==> config.mk <==
export PLATFORM = sky130hd
export DESIGN_NAME = mem_stage
export DESIGN_NICKNAME = d
export VERILOG_FILES = /design/src/rtl/mem_stage.sv
export SDC_FILE = /design/constraint.sdc
export NUM_CORES = 1
export LEC_CHECK = 0
export ABC_AREA = 0
export BUFFER_PORTS_ARGS = -buffer_cell sky130_fd_sc_hd__buf_4
export CAP_MARGIN = 0
export CORE_MARGIN = 2
export CORE_UTILIZATION = 42
export CTS_CLUSTER_SIZE = 28
export DETAILED_ROUTE_END_ITERATION = 8
export GPL_TIMING_DRIVEN = 0
export HOLD_SLACK_MARGIN = 0.12
export PLACE_DENSITY = 0.69
export RECOVER_POWER = 25
export SYNTH_ARGS = -nofsm -noshare
export SYNTH_HDL_FRONTEND = slang
export SYNTH_SLANG_ARGS = --single-unit
==> constraint.sdc <==
create_clock -name clk -period 2.8 [get_ports clk]
set_clock_uncertainty 0.1 [all_clocks]
set_input_delay 0.42 -clock clk [delete_from_list [all_inputs] [get_ports clk]]
set_output_delay 0.42 -clock clk [all_outputs]
set_load 0.01 [all_outputs]
==> src/rtl/mem_stage.sv <==
// mem_stage: pipeline stage between ALU and register-write for the 16-bit core.
// Issues loads/stores on a req/ack data-memory bus and stalls upstream
// (ready_o low) while an access is outstanding. Every instruction yields one
// registered single-cycle valid_o pulse carrying its write-back result.
//
// Ports:
//   clk, reset            clock, asynchronous active-high reset
//   valid_i / ready_o     upstream handshake (ready_o = stage idle)
//   mem_read_i, mem_write_i, byte_i, addr_i, store_data_i
//                         access description from the ALU stage
//   reg_write_i, reg_dest_i, setPC_i
//                         write-back control carried alongside the access
//   mem_addr, mem_wdata, mem_be, mem_we, mem_req
//                         registered bus request (held while mem_req=1)
//   mem_ack, mem_rdata    bus response (rdata valid with ack)
//   valid_o, reg_write_o, reg_dest_o, data_out_o, setPC_o, fault_o
//                         registered result to the register-write stage
module mem_stage #(
  parameter int TIMEOUT = 16,  // BUS cycles without ack before abort; 0 = never
  parameter int TCW     = 5    // timeout counter width, 2^TCW > TIMEOUT
) (
  input  logic        clk,
  input  logic        reset,
  input  logic        valid_i,
  output logic        ready_o,
  input  logic        mem_read_i,
  input  logic        mem_write_i,
  input  logic        byte_i,
  input  logic [15:0] addr_i,
  input  logic [15:0] store_data_i,
  input  logic [1:0]  reg_write_i,
  input  logic [3:0]  reg_dest_i,
  input  logic        setPC_i,
  output logic [15:0] mem_addr,
  output logic [15:0] mem_wdata,
  output logic [1:0]  mem_be,
  output logic        mem_we,
  output logic        mem_req,
  input  logic        mem_ack,
  input  logic [15:0] mem_rdata,
  output logic        valid_o,
  output logic [1:0]  reg_write_o,
  output logic [3:0]  reg_dest_o,
  output logic [15:0] data_out_o,
  output logic        setPC_o,
  output logic        fault_o
);

  typedef enum logic {IDLE, BUS} state_t;

  // Counter value on the edge that completes the TIMEOUT-th BUS cycle.
  localparam logic [TCW-1:0] LIMIT = TCW'((TIMEOUT > 0) ? (TIMEOUT - 1) : 0);

  state_t         state;
  logic [TCW-1:0] wait_cnt;
  logic [15:0]    addr_cap;      // raw (unaligned) address of the access
  logic           byte_cap;
  logic [1:0]     reg_write_cap;
  logic [3:0]     reg_dest_cap;
  logic           setpc_cap;

  logic           is_mem;
  logic           limit_hit;
  logic [7:0]     lane;
  logic [15:0]    load_data;

  assign ready_o   = (state == IDLE);
  assign is_mem    = mem_read_i | mem_write_i;
  assign limit_hit = (TIMEOUT > 0) && (wait_cnt == LIMIT);

  // Byte loads take the lane addressed by bit 0 and zero-extend it.
  assign lane      = addr_cap[0] ? mem_rdata[15:8] : mem_rdata[7:0];
  assign load_data = byte_cap ? {8'h00, lane} : mem_rdata;

  always_ff @(posedge clk or posedge reset) begin
    if (reset) begin
      state         <= IDLE;
      wait_cnt      <= '0;
      addr_cap      <= '0;
      byte_cap      <= 1'b0;
      reg_write_cap <= '0;
      reg_dest_cap  <= '0;
      setpc_cap     <= 1'b0;
      mem_addr      <= '0;
      mem_wdata     <= '0;
      mem_be        <= '0;
      mem_we        <= 1'b0;
      mem_req       <= 1'b0;
      valid_o       <= 1'b0;
      reg_write_o   <= '0;
      reg_dest_o    <= '0;
      data_out_o    <= '0;
      setPC_o       <= 1'b0;
      fault_o       <= 1'b0;
    end else begin
      valid_o <= 1'b0;
      case (state)
        IDLE: begin
          if (valid_i) begin
            if (is_mem) begin
              state         <= BUS;
              wait_cnt      <= '0;
              mem_req       <= 1'b1;
              // A set write bit makes it a store even if read is also set.
              mem_we        <= mem_write_i;
              mem_addr      <= byte_i ? addr_i : {addr_i[15:1], 1'b0};
              mem_be        <= byte_i ? (addr_i[0] ? 2'b10 : 2'b01) : 2'b11;
              mem_wdata     <= byte_i ? {store_data_i[7:0], store_data_i[7:0]}
                                      : store_data_i;
              addr_cap      <= addr_i;
              byte_cap      <= byte_i;
              reg_write_cap <= reg_write_i;
              reg_dest_cap  <= reg_dest_i;
              setpc_cap     <= setPC_i;
            end else begin
              valid_o     <= 1'b1;
              data_out_o  <= addr_i;
              reg_write_o <= reg_write_i;
              reg_dest_o  <= reg_dest_i;
              setPC_o     <= setPC_i;
              fault_o     <= 1'b0;
            end
          end
        end
        BUS: begin
          // Ack is checked first so an ack on the limit edge completes normally.
          if (mem_ack) begin
            state       <= IDLE;
            mem_req     <= 1'b0;
            valid_o     <= 1'b1;
            fault_o     <= 1'b0;
            reg_write_o <= reg_write_cap;
            reg_dest_o  <= reg_dest_cap;
            setPC_o     <= setpc_cap;
            data_out_o  <= mem_we ? addr_cap : load_data;
          end else if (limit_hit) begin
            state       <= IDLE;
            mem_req     <= 1'b0;
            valid_o     <= 1'b1;
            fault_o     <= 1'b1;
            reg_write_o <= 2'b00;
            reg_dest_o  <= reg_dest_cap;
            setPC_o     <= 1'b0;
            data_out_o  <= addr_cap;
          end else begin
            wait_cnt <= wait_cnt + TCW'(1);
          end
        end
        default: state <= IDLE;
      endcase
    end
  end

endmodule

==> impl_metrics.toml <==
[drt]
viasPerCell = 5.11
vias = 2904
drc = 0
drtIter0Drc = 116
dr.pass1.iters = 4
ant_nets = 0
wl_per_cell_um = 16.2
routed_wirelength_um = 9200

[critical_path]
r2r_cells = 9
crit_type = "reg -> reg"
crit_fanout = 10
cp-end-kind = "flip-flop"
path_cells = "ha_1 > and3_1 > ha_1 > o21ai_1 > a21boi_2 > buf_2 > buf_2 > nand2_1 > o31ai_1"
r2r_end = "data_out_o[8]$_DFFE_PP0P_"
cpPeakStageDelay_ps = 410
worstPathRequired_ps = 2960
rrSetupSlack_ps = 390
path_buf_inv = 2
startpoint_type = "flip-flop"
r2r-start = "wait_cnt[1]$_DFFE_PP0P_"
path_delay_family = "buffers and inverters"
critPathSlowestCell = "dfrtp_1"
arrival_ps = 2570

[global_routing]
grt_pass1_vias = 2911
grt_start_max_net_pins = 55
grt_antenna_before_repair = 0
grt-ovfl-total = 0
grt_pass1_wl_um = 14300
grt.total_usage_pct = 20.7

[clock_network]
cts_tree = "yes"
clk_pin_slew_ps = 90
numCtsBuffers = 9
numClockSinks = 76
post_cts_resized = 0
clk_latency_ps = 360
htreeDepth = 3
hold_buffers = 1
root_buffer = "clkbuf_8"
clockBufferDepth = 2
cts_setup_buffers = 0

[sta]
fin_crit_sh_pct = 86.1
fmax_ghz = 0.415
slew_viol_final = 0
hold_viol = 0
relSlewSlack_pct = 30.1
tightestPinTransition_ps = 1040
fin_setup_tns_ps = 0
setup_viol = 0
rsz0062_at_grt = "false"
fin_crit_ps = 2410

[synthesis]
ys_types = 33
syn_area_um2 = 3580
ys_top_cells_by_area = "dfrtp_1 (53%), mux2_2 (10%), mux2i_1 (5.3%), buf_4 (3.6%), nand2_1 (2.9%)"
yosysTopAreaCellShare_pct = 53.1
synth_edf_count = 0
yosys.area_share.simple_pct = 7.58
ys.flop_type = "dfrtp_1"
synthMuxAreaShare_pct = 15.7
synthCells = 322
synth_xor_area_share_pct = 0.489
yosysSeqAreaShare_pct = 53.1
synthAdderAreaFrac_pct = 0.699
syn-num-nets = 386
syn_area_per_cell_um2 = 11.1
yosysTopAreaCell = "dfrtp_1"
synth_top_family_by_area = "multiplexers"
synth_compound_area_share_pct = 14.4
ys_warn_count = 0
ys_seq_elements = 76
async_flop_share_pct = 100

[floorplanning]
io_pins = 124
die_y_um = 96.3
rows = 33
initial_core_util_pct = 43.3
dieArea_um2 = 9280
fp.dieW_um = 96.3
coreArea_um2 = 8260

[final_layout]
area_delta_synth_final_pct = 36.1
nets = 522
fin_cells = 568
drive_gt1_share_pct = 43.8
final_area_um2 = 4870
diodes = 0

[hold_path]
min_path_type = "in -> reg"
hold_depth = 2
min_from = "addr_i[12]"
hold_end = "mem_addr[12]$_DFFE_PP0P_"

[run]
cap_violations = 0

[outcome]
status = "finished clean"

[pwr]
p_leak_nw = 2.42
irDropWorstVdd_mv = 0.401
powerDensity_nw_per_um2 = 770

[place]
hpwl_um = 6770
port-buffer-count = 123
gp_congestion = 0.806
placed_area_um2 = 4660
placedCellCount = 551
## worst reg2reg max path, cell delays in order, from the launching register on
cell and delay [ps]:
dfrtp_1 410, ha_1 210, and3_1 190, ha_1 220, o21ai_1 200, a21boi_2 260
buf_2 280, buf_2 280, nand2_1 90, o31ai_1 60
## Yosys cell counts, types with 2 or more instances
master / number
o31ai_1: 8
mux2_2: 33
o21ai_0: 17
ha_1: 2
inv_1: 15
nand2b_1: 2
nand3_1: 2
clkbuf_1: 7
a21oi_1: 20
and3_1: 4
xor2_1: 2
nand2_1: 28
nor2_1: 23
o22a_1: 7
buf_2: 8
dfrtp_1: 76
buf_6: 3
a21o_1: 7
buf_4: 17
mux2i_1: 19
o311a_1: 8
a22o_1: 3
## report_power, final
group          internal, mW  switching, mW  total, mW
Sequential             1.37          0.171       1.55
Clock                 0.526          0.412      0.938
Combinational         0.695          0.570       1.27
Total                  2.60           1.15       3.75
## logic make-up after synthesis
group | Yosys count
AO/OA/AOI/OAI | 76
flip-flops | 76
adder cells (fa/ha/maj) | 2
AND/OR/NAND/NOR | 63
XOR/XNOR | 2
multiplexers | 52
buffers and inverters | 51
## metrics by stage
stage          total power, mW  hold slack, ps  setup WS (ps)  util, %
6_report                  3.75             206            390     59.0
5_1_grt                   3.97             191            192     59.0
3_5_place_dp              2.85             315            394     56.5
3_3_place_gp              2.81             365           -683     56.1
4_1_cts                   3.79             191            397     59.2
2_1_floorplan             2.23             366            342        -
## state kept, by name, summed over array words and instances (netlist names)
register / cells
addr_cap: 1
byte_cap: 1
data_out_o: 16
fault_o: 1
mem_addr: 16
mem_be: 2
mem_req: 1
mem_wdata: 16
mem_we: 1
reg_dest_cap: 4
reg_dest_o: 4
reg_write_cap: 2
reg_write_o: 2
setPC_o: 1
setpc_cap: 1
state: 1
valid_o: 1
wait_cnt: 5
## worst max path at each step
| stage | startpoint | end | slack [ps] | cells after the start |
|---|---|---|---|---|
| finish | wait_cnt[1]$_DFFE_PP0P_ | data_out_o[8]$_DFFE_PP0P_ | 390 | 9 |
| global route | wait_cnt[1]$_DFFE_PP0P_ | reg_dest_o[0]$_DFFE_PP0P_ | 190 | 9 |
| CTS | wait_cnt[1]$_DFFE_PP0P_ | data_out_o[8]$_DFFE_PP0P_ | 400 | 9 |
| detailed placement | wait_cnt[0]$_DFFE_PP0P_ | reg_dest_o[2]$_DFFE_PP0P_ | 390 | 8 |
| global placement | reset | valid_o$_DFF_PP0_ | -680 | 2 |
| floorplan | reset | addr_cap[0]$_DFFE_PP0P_ | 340 | 1 |
## placed cells by master (no fill, tap or decap), types with 7 or more instances in the layout
master    Yosys  final
inv_1        15     14
o22a_1        7      7
a21oi_1      20     20
buf_2         8      8
nor2_1       23     23
buf_4        17    139
dfrtp_1      76     76
a21o_1        7      7
o21ai_0      17     17
mux2i_1      19     19
clkbuf_1      7      9
o311a_1       8      8
o31ai_1       8      8
mux2_2       33     33
clkbuf_8      0     10
nand2_1      28     28
## per-layer routing
metal  routed length [µm]  GRT usage, %
met1                 4110          27.5
met4                  140          8.57
met3                  662          4.78
met2                 4290          32.6
met5                    0             0
## area by class of cell
type / count / area, µm²
Clock inverter: 4 / 72.6
Multi-Input combinational cell: 195 / 1390
Tap cell: 105 / 131
Timing Repair Buffer: 125 / 941
Clock buffer: 12 / 145
Buffer: 35 / 228
Sequential cell: 76 / 1900
Inverter: 16 / 61.3
Fill cell: 740 / 3390
(Power assumes the default switching activity.)
